File: config.mk
export PLATFORM = sky130hd
export DESIGN_NAME = motor_mode_controller
export DESIGN_NICKNAME = d
export VERILOG_FILES = /design/src/rtl/motor_mode_controller.sv
export SDC_FILE = /design/constraint.sdc
export NUM_CORES = 1
export LEC_CHECK = 0
export CORE_ASPECT_RATIO = 1.75
export CORE_MARGIN = 1
export CORE_UTILIZATION = 30
export DETAILED_ROUTE_END_ITERATION = 8
export PLACE_DENSITY_LB_ADDON = 0.15
export SYNTH_ARGS = -nofsm -noshare
export SYNTH_HDL_FRONTEND = slang
export SYNTH_SLANG_ARGS = --single-unit
File: constraint.sdc
create_clock -name i_clk -period 6.5 [get_ports i_clk]
set_input_delay 1.3 -clock i_clk [delete_from_list [all_inputs] [get_ports i_clk]]
set_output_delay 1.3 -clock i_clk [all_outputs]
set_load 0.1 [all_outputs]
File: src/rtl/motor_mode_controller.sv
// motor_mode_controller
//   Speed-mode FSM (STOP/LOW/MID/HIGH), seconds-resolution auto-off countdown
//   timer and glitch-free PWM drive for a fan/motor. It is driven by debounced
//   single-cycle button pulses.
//
// Ports:
//   i_clk          system clock
//   i_reset        asynchronous, active-high reset
//   i_btn_speed    pulse: advance speed mode (STOP->LOW->MID->HIGH->LOW)
//   i_btn_timer    pulse: advance auto-off setting (ignored in STOP)
//   i_btn_stop     pulse: force STOP and clear the timer
//   o_pwm          registered PWM motor drive
//   o_speed        current mode: 0 STOP, 1 LOW, 2 MID, 3 HIGH
//   o_timer_sec    remaining auto-off seconds, 0 when inactive
//   o_timer_active countdown running
//   o_running      mode != STOP
module motor_mode_controller #(
   parameter int unsigned TICK_DIV        = 100_000_000,
   parameter int unsigned PWM_PERIOD      = 100,
   parameter int unsigned DUTY_LOW        = 25,
   parameter int unsigned DUTY_MID        = 50,
   parameter int unsigned DUTY_HIGH       = 90,
   parameter int unsigned TIMER_STEP      = 60,
   parameter int unsigned TIMER_MAX_STEPS = 3
) (
   input  logic        i_clk,
   input  logic        i_reset,
   input  logic        i_btn_speed,
   input  logic        i_btn_timer,
   input  logic        i_btn_stop,
   output logic        o_pwm,
   output logic [1:0]  o_speed,
   output logic [15:0] o_timer_sec,
   output logic        o_timer_active,
   output logic        o_running
);

   localparam int unsigned TickW = (TICK_DIV > 1) ? $clog2(TICK_DIV) : 1;
   // One extra bit so a duty equal to PWM_PERIOD is representable.
   localparam int unsigned PwmW  = $clog2(PWM_PERIOD + 1);
   localparam int unsigned StepW = (TIMER_MAX_STEPS > 0) ? $clog2(TIMER_MAX_STEPS + 1) : 1;

   localparam logic [TickW-1:0] TickLast = TickW'(TICK_DIV - 1);
   localparam logic [PwmW-1:0]  PwmLast  = PwmW'(PWM_PERIOD - 1);
   localparam logic [StepW-1:0] StepMax  = StepW'(TIMER_MAX_STEPS);
   localparam logic [PwmW-1:0]  DutyLow  = PwmW'(DUTY_LOW);
   localparam logic [PwmW-1:0]  DutyMid  = PwmW'(DUTY_MID);
   localparam logic [PwmW-1:0]  DutyHigh = PwmW'(DUTY_HIGH);

   typedef enum logic [1:0] {
      StStop = 2'd0,
      StLow  = 2'd1,
      StMid  = 2'd2,
      StHigh = 2'd3
   } mode_e;

   mode_e            mode_q, mode_d;
   logic [StepW-1:0] step_q, step_d, step_nx;
   logic [15:0]      timer_q, timer_d;
   logic             active_q, active_d;
   logic [TickW-1:0] tick_cnt_q, tick_cnt_d;
   logic [PwmW-1:0]  pwm_cnt_q, pwm_cnt_d;
   logic [PwmW-1:0]  duty_q, duty_d, mode_duty;
   logic             pwm_q, pwm_d;
   logic             tick, expire;

   always_ff @(posedge i_clk or posedge i_reset) begin
      if (i_reset) begin
         mode_q     <= StStop;
         step_q     <= '0;
         timer_q    <= '0;
         active_q   <= 1'b0;
         tick_cnt_q <= '0;
         pwm_cnt_q  <= '0;
         duty_q     <= '0;
         pwm_q      <= 1'b0;
      end else begin
         mode_q     <= mode_d;
         step_q     <= step_d;
         timer_q    <= timer_d;
         active_q   <= active_d;
         tick_cnt_q <= tick_cnt_d;
         pwm_cnt_q  <= pwm_cnt_d;
         duty_q     <= duty_d;
         pwm_q      <= pwm_d;
      end
   end

   assign tick    = active_q && (tick_cnt_q == TickLast);
   assign expire  = tick && (timer_q == 16'd1);
   assign step_nx = (step_q == StepMax) ? '0 : step_q + StepW'(1);

   // Mode / timer next state. Event priority: stop > expiry > speed > timer.
   always_comb begin
      mode_d     = mode_q;
      step_d     = step_q;
      timer_d    = timer_q;
      active_d   = active_q;
      tick_cnt_d = '0;

      if (active_q) begin
         tick_cnt_d = (tick_cnt_q == TickLast) ? '0 : tick_cnt_q + TickW'(1);
      end
      if (tick) begin
         timer_d = timer_q - 16'd1;
      end

      if (i_btn_stop || expire) begin
         mode_d     = StStop;
         step_d     = '0;
         timer_d    = '0;
         active_d   = 1'b0;
         tick_cnt_d = '0;
      end else if (i_btn_speed) begin
         // Speed changes leave the running countdown untouched.
         unique case (mode_q)
            StStop:  mode_d = StLow;
            StLow:   mode_d = StMid;
            StMid:   mode_d = StHigh;
            StHigh:  mode_d = StLow;
            default: mode_d = StStop;
         endcase
      end else if (i_btn_timer && (mode_q != StStop)) begin
         // Reload from the selected step, not the remaining time.
         step_d     = step_nx;
         timer_d    = 16'(step_nx * TIMER_STEP);
         active_d   = (step_nx != '0);
         tick_cnt_d = '0;
      end
   end

   // PWM: duty only changes at the period boundary, so no runt pulses.
   always_comb begin
      mode_duty = '0;
      unique case (mode_q)
         StLow:   mode_duty = DutyLow;
         StMid:   mode_duty = DutyMid;
         StHigh:  mode_duty = DutyHigh;
         default: mode_duty = '0;
      endcase

      duty_d    = duty_q;
      pwm_cnt_d = pwm_cnt_q + PwmW'(1);
      if (pwm_cnt_q == PwmLast) begin
         pwm_cnt_d = '0;
         duty_d    = mode_duty;
      end
      pwm_d = (pwm_cnt_q < duty_q);
   end

   assign o_pwm          = pwm_q;
   assign o_speed        = mode_q;
   assign o_timer_sec    = timer_q;
   assign o_timer_active = active_q;
   assign o_running      = (mode_q != StStop);

endmodule
### Word-level counts from Yosys, hierarchy flattened

Cells that the tools add are included.
Widths: inputs -> output; s select.

* bits in registers: 63
* logic and storage cells: 54
* output and inout bits: 21

* equal/unequal tests: 8
* $lt $le $gt $ge: 1
* add/sub/neg operators: 4
* multiply operators: 1
* reduce and logical (&&, ||, !) cells: 11
* mux-type cells: 21

Operators with widths (count)
* $mux 27: 5
* $mux 16: 4
* $add 27x1->27 const B: 1
* $eq 27x27->1 const B: 1
* $pmux 7 s3: 1
* $eq 16x1->1 const B: 1
* $sub 16x1->16 const B: 1
* $mux 2: 6
* $reduce_bool 2->1: 4
* $add 7x1->7 const B: 1
* $eq 7x7->1 const B: 1
* $lt 7x7->1: 1
* $mux 7: 1
* $eq 2x2->1 const B: 3
* $mul 2x4->6 const B: 1
* $pmux 2 s3: 1
* $logic_and 1x1->1: 3
* $mux 1: 3
* $add 2x1->2 const B: 1
* $eq 2x1->1 const B: 1
* $logic_not 2->1: 1
* $ne 2x1->1 const B: 1
* $reduce_and 2->1: 1
* $reduce_or 2->1: 1
* $logic_or 1x1->1: 1

### Longest topological paths before layout

Gate-level depths: netlist of the first run.

* depth after elaboration: 6
* gate-level depth with buffers: 9

### Least setup slack after synthesis of the first run

No wires, ideal clock.

* path type: reg2out
* from: register mode_q[0] (netlist: o_speed[0])
* to: output port o_running
* stages on the path, launching flop included: 4
* data required time: 5.200 ns
* buffers on the path: 0
* data arrival time: 1.998 ns
* slack: 3.202 ns
* cells stage by stage: dfrtp_1 inv_1 ha_1 inv_1

* word-level cells in the longest chain between the ends: 1

RTL lines
* start: declaration: line 57 `mode_e mode_q, mode_d;`
* start signal: assignment: line 69 `mode_q <= StStop;`
* start signal: assignment: line 78 `mode_q <= mode_d;`
* $reduce_bool 2->1: line 155 `assign o_running = (mode_q != StStop);`
* end: declaration: line 35 `output logic o_running`

No other way between the ends.

### Final worst setup path of the first run

Same ends and word-level chain as after synthesis.

==> impl_metrics.ini, run 1 <==
[run_status]
status = finished, final reports clean

[cts]
cts-resized-gates = 0
cts_sinks = 62
insertion_delay_ns = 0.34
path_clk_slew_ns = 0.05
post_cts_buffers = 0
ctsHoldBuffers = 0
cts_root_buf = clkbuf_16
cts_buffers = 9
htreeDepth = 3
cts_tree = built
cts.path.max_buffers = 2

[grt]
grt_pass1_vias = 2545
grt_overflow = 0
gr-usage-all-layers_pct = 15.0
antenna_found_initial = 0
grt_pass1_wl_mm = 12.8
grt_max_degree = 63

[timing]
period_needed_ns = 3.55
fin_ws_ns = 2.95
rsz0062_at_grt = false
max_freq_ghz = 0.282
fin_crit_sh_pct = 54.6
final.setup.tns_ns = 0
hold_viol = 0
skew_ns = 0.00894
drv_slew = 0
setup-violations-final = 0
slew_headroom_pct = 25.8
worst_pin_slew_ns = 1.11

[critical_path]
arrival_ns = 2.25
crit_buf_inv = 3
reg2reg_slack_ns = 3.92
path_cells = inv_1 > ha_1 > inv_1 > clkdlybuf4s50_1
crit_path_max_fanout = 5
cp.required_ns = 5.20
worst-path-stages = 4
worstSetupEndpoint = o_running
endpoint_kind = output pin
cp_common_cell = inv_1
timing.rr.start = o_speed[0]
critPathTopFamily = buffers and inverters
crit_start = o_speed[0]
rr_worst_depth = 7
slowest_stage = clkdlybuf4s50_1
path_class = register to output pin
setup.worst_path.start_class = register
r2r_end = tick_cnt_q[12]
critPathMaxStageDelay_ns = 1.11

[floorplan]
dieWidth_um = 81.7
core_um2 = 10800
start_util_pct = 31.0
dieHeight_um = 141
rows = 50
ios = 26
dieArea_um2 = 11500

[power_and_ir_drop]
p_per_area_nw_per_um2 = 240
switching_power_mw = 0.238
p_clk_share_pct = 50.1
cell_internal_pwr_mw = 0.727
power_mw = 0.966
ir_drop_mv = 0.125
power_frac_comb_pct = 8.7
seq_power_share_pct = 41.2
power.leakage_nw = 1.62
switching_share_pct = 24.7

[logic_synthesis]
synth_flop_cell = dfrtp_1
ys_ff_latch = 62
synthArstFlopShare_pct = 100
synth_area_um2 = 3330
yosysTopAreaCellShare_pct = 46.6
synth_area_leaders = dfrtp_1 (47%), xnor2_1 (7.4%), nor2_1 (6.5%)
yosys_warnings = 0
syn_avg_cell_area_um2 = 9.66
synth-edff-count = 0
synth_largest_area_cell = dfrtp_1
syn_inst = 345
synth_cell_types = 45
synth_nets = 367
ys_seq_area_share_pct = 46.6

[placement]
io_buffers = 25
place_ws_ns = 2.75
hpwl_mm = 5.42
gp_congestion = 0.742
placedCellCount = 492

[drt]
wl_met3_um = 236
top_layer_used = met4
wl_met2_mm = 3.98
drc = 0
drt_wl_total_mm = 7.61
firstDrtPassIters = 4
viasPerCell = 5.03
vias = 2554
wire_per_inst_um = 15.0
postRouteAntennaNets = 0
wl_met1_mm = 3.26
drt-initial-drc-count = 80

[cells_and_area]
area.growth.synth_to_final_pct = 20.9
nets = 395
antenna-diode-count = 0
layout_common_cells = dfrtp_1 (62), nor2_1 (58), xnor2_1 (28)
final_cell_count_no_fill = 508
drive_above_1_share_pct = 7.14
final_common_cell = dfrtp_1

[min_path]
worstHoldPathType = register to register

[job]
max_cap_viol_count = 0
## registers in the layout (all words and copies together), names as in the netlist
name            cells
pwm_cnt_q           7
o_timer_sec        16
step_q              2
duty_q              6
tick_cnt_q         27
o_speed             2
o_timer_active      1
o_pwm               1
## cell usage after synthesis, drive strengths merged (2+ instances only)
| master | number |
|---|---|
| nor3 | 10 |
| ha | 17 |
| xor2 | 13 |
| a211oi | 5 |
| nor2b | 2 |
| and4 | 5 |
| nand2 | 20 |
| nor2 | 58 |
| nor4bb | 3 |
| o21ai | 6 |
| inv | 18 |
| xnor2 | 28 |
| or3 | 6 |
| a31oi | 4 |
| mux2i | 2 |
| nor3b | 2 |
| nor4b | 2 |
| nand3 | 16 |
| o31ai | 3 |
| or4 | 7 |
| a21oi | 8 |
| clkbuf | 9 |
| nand4 | 12 |
| nor4 | 9 |
| and3 | 5 |
| dfrtp | 62 |
| o21bai | 2 |
## worst min-delay path by stage
stage                             start       endpoint  slack (ns)  depth (start not counted)
after floorplan           tick_cnt_q[0]  tick_cnt_q[0]        0.45                          1
after global placement    tick_cnt_q[0]  tick_cnt_q[0]        0.47                          1
after detailed placement  tick_cnt_q[0]  tick_cnt_q[0]        0.48                          1
after CTS                 tick_cnt_q[0]  tick_cnt_q[0]        0.49                          1
after global routing      tick_cnt_q[0]  tick_cnt_q[0]        0.50                          1
final                     tick_cnt_q[0]  tick_cnt_q[0]        0.48                          1
## cell families (layout without fill, tap and decap cells)
kind of cell / Yosys count / count (layout) / share of synthesized area, %
AOI/OAI and AO/OA: 33 / 33 / 6.83
xor gates and xnor gates: 41 / 41 / 10.8
adders and majority gates: 17 / 17 / 6.38
muxes: 3 / 3 / 0.939
and+or+nand+nor: 161 / 161 / 25.3
buffers and inverters: 28 / 61 / 3.19
DFF: 62 / 62 / 46.6
## metal layers
| layer | vias to the layer above | GRT usage [%] |
|---|---|---|
| met5 | - | 0 |
| met4 | 0 | 5.82 |
| met1 | 1249 | 16.5 |
| met2 | 33 | 26.3 |
| met3 | 10 | 4.24 |
| li1 | 1262 | - |
## through the flow
step | util (%) | hold WS, ns | instance area (µm²)
after floorplan | - | 0.448 | 3330
after global placement | 34.6 | 0.473 | 3730
after detailed placement | 34.6 | 0.481 | 3730
after CTS | 37.4 | 0.486 | 4030
after global routing | 37.4 | 0.498 | 4030
final | 37.4 | 0.481 | 4030
## power groups by stage
stage	Combinational [mW]	Clock (mW)	Sequential [mW]
final	0.0841	0.484	0.398
after global routing	0.0918	0.515	0.398
after CTS	0.0859	0.497	0.398
after detailed placement	0.0856	0	0.404
after global placement	0.0853	0	0.404
after floorplan	0.0394	0	0.426
## area by class of cell
cell class	count	area (µm²)
Inverter	18	67.6
Multi-Input combinational cell	255	1680
Sequential cell	62	1550
Timing Repair Buffer	27	265
Fill cell	1095	6730
Clock inverter	4	45.0
Clock buffer	12	256
Tap cell	130	163
## worst register-to-register path, delay by kind of cell, from the launching register on
kind,cells,cell delay (ns)
and+or+nand+nor,5,1.75
DFF,1,0.43
adders and majority gates,1,0.19
buffers and inverters,1,0.13
(Power assumes the default switching activity.)
==> run 2, diff against run 1 <==
Clock period 6.5 ns to 3.1 ns, I/O delays scaled along.
==> impl_metrics.ini, run 2 (synthesis gave the netlist of run 1 again) <==
[critical_path]
path_class = register to register
arrival_ns = 2.45
timing.rr.start = tick_cnt_q[8]
crit_path_max_fanout = 10
setup.worst_path.start_class = register
crit_start = tick_cnt_q[8]
endpoint_kind = register
cp.required_ns = 3.28

[drt]
drc = 0
postRouteAntennaNets = 0
viasPerCell = 5.05
vias = 2564
firstDrtPassIters = 4
drt_wl_total_mm = 7.78
drt-initial-drc-count = 83
wire_per_inst_um = 15.3

[power_and_ir_drop]
ir_drop_mv = 0.259
power.leakage_nw = 1.65
p_per_area_nw_per_um2 = 476

[cts]
insertion_delay_ns = 0.32
cts_sinks = 62
path_clk_slew_ns = 0.05
ctsHoldBuffers = 0
post_cts_buffers = 0
htreeDepth = 3
cts_tree = built
cts-resized-gates = 0
cts_root_buf = clkbuf_16
cts.path.max_buffers = 2
cts_buffers = 9

[placement]
hpwl_mm = 5.73
io_buffers = 25
placedCellCount = 494
gp_congestion = 0.734

[floorplan]
dieArea_um2 = 11500
core_um2 = 10800
start_util_pct = 31.0
rows = 50
ios = 26
dieHeight_um = 141
dieWidth_um = 81.7

[timing]
skew_ns = 0.00573
rsz0062_at_grt = false
timing.hold.ws_ns = 0.481
final.setup.tns_ns = 0
worst_pin_slew_ns = 0.511
setup-violations-final = 0
hold_viol = 0
drv_slew = 0
fin_crit_sh_pct = 73.1
slew_headroom_pct = 65.7
max_freq_ghz = 0.441
period_needed_ns = 2.27

[job]
max_cap_viol_count = 0

[cells_and_area]
largest_register = tick_cnt_q
area.growth.synth_to_final_pct = 18.8
largest_reg_flops = 27
nets = 397
drive_above_1_share_pct = 12.4
final_common_cell = dfrtp_1
antenna-diode-count = 0
layout_common_cells = dfrtp_1 (62), nor2_1 (58), xnor2_1 (28)
final_cell_count_no_fill = 508

[grt]
grt_pass1_vias = 2619
gr-usage-all-layers_pct = 14.9
grt_max_degree = 31
antenna_found_initial = 0
grt_overflow = 0
grt_pass1_wl_mm = 12.8

[min_path]
worstHoldStart = tick_cnt_q[0]
worstHoldPathType = register to register

[run_status]
status = finished, final reports clean
run 2: worst paths after layout:
kind                                  end  slack [ns]  cells past startpoint
setup / recovery           o_timer_sec[3]        0.83                      5
hold / removal              tick_cnt_q[0]        0.48                      1
setup reg to reg           o_timer_sec[3]        0.83                      5
hold reg to reg             tick_cnt_q[0]        0.48                      1
max in group asynchronous       step_q[1]        1.90                      3
min in group asynchronous    pwm_cnt_q[1]        0.63                      2
run 2: report_power, final:
part	total, mW	leakage [nW]	internal [mW]	switching, mW
registers	0.835	0.848	0.819	0.0155
logic	0.176	0.676	0.0450	0.131
clock network	0.874	0.128	0.550	0.324
run 2: cell type report:
class,instances,area [µm²]
Fill cell,1123,6800
Clock inverter,2,10.0
Timing Repair Buffer,29,240
Multi-Input combinational cell,255,1680
Tap cell,130,163
Inverter,18,67.6
Sequential cell,62,1550
Clock buffer,12,246
run 2: per-layer routing:
layer	GRT usage (%)	vias up	wire length [µm]
li1	-	1259	-
met1	16.3	1262	3220
met2	26.5	34	4180
met3	3.22	9	236
met4	6.93	0	149
met5	0	-	0
run 2: stage by stage:
stage | cell area, µm² | worst slack [ns] | total power, mW | utilization, %
floorplan | 3330 | 0.394 | 0.975 | -
global placement | 3700 | 0.750 | 1.03 | 34.4
detailed placement | 3700 | 0.722 | 1.03 | 34.4
CTS | 3960 | 0.762 | 1.92 | 36.8
global route | 3960 | 0.534 | 1.97 | 36.8
finish | 3960 | 0.834 | 1.89 | 36.8
run 2: worst max-delay path: stages, from the launching register on:
cell and delay, ns:
dfrtp_1 0.46, nor4b_1 0.33, nand4_1 0.42, or2_1 0.48, o21bai_2 0.35, a211oi_1 0.10
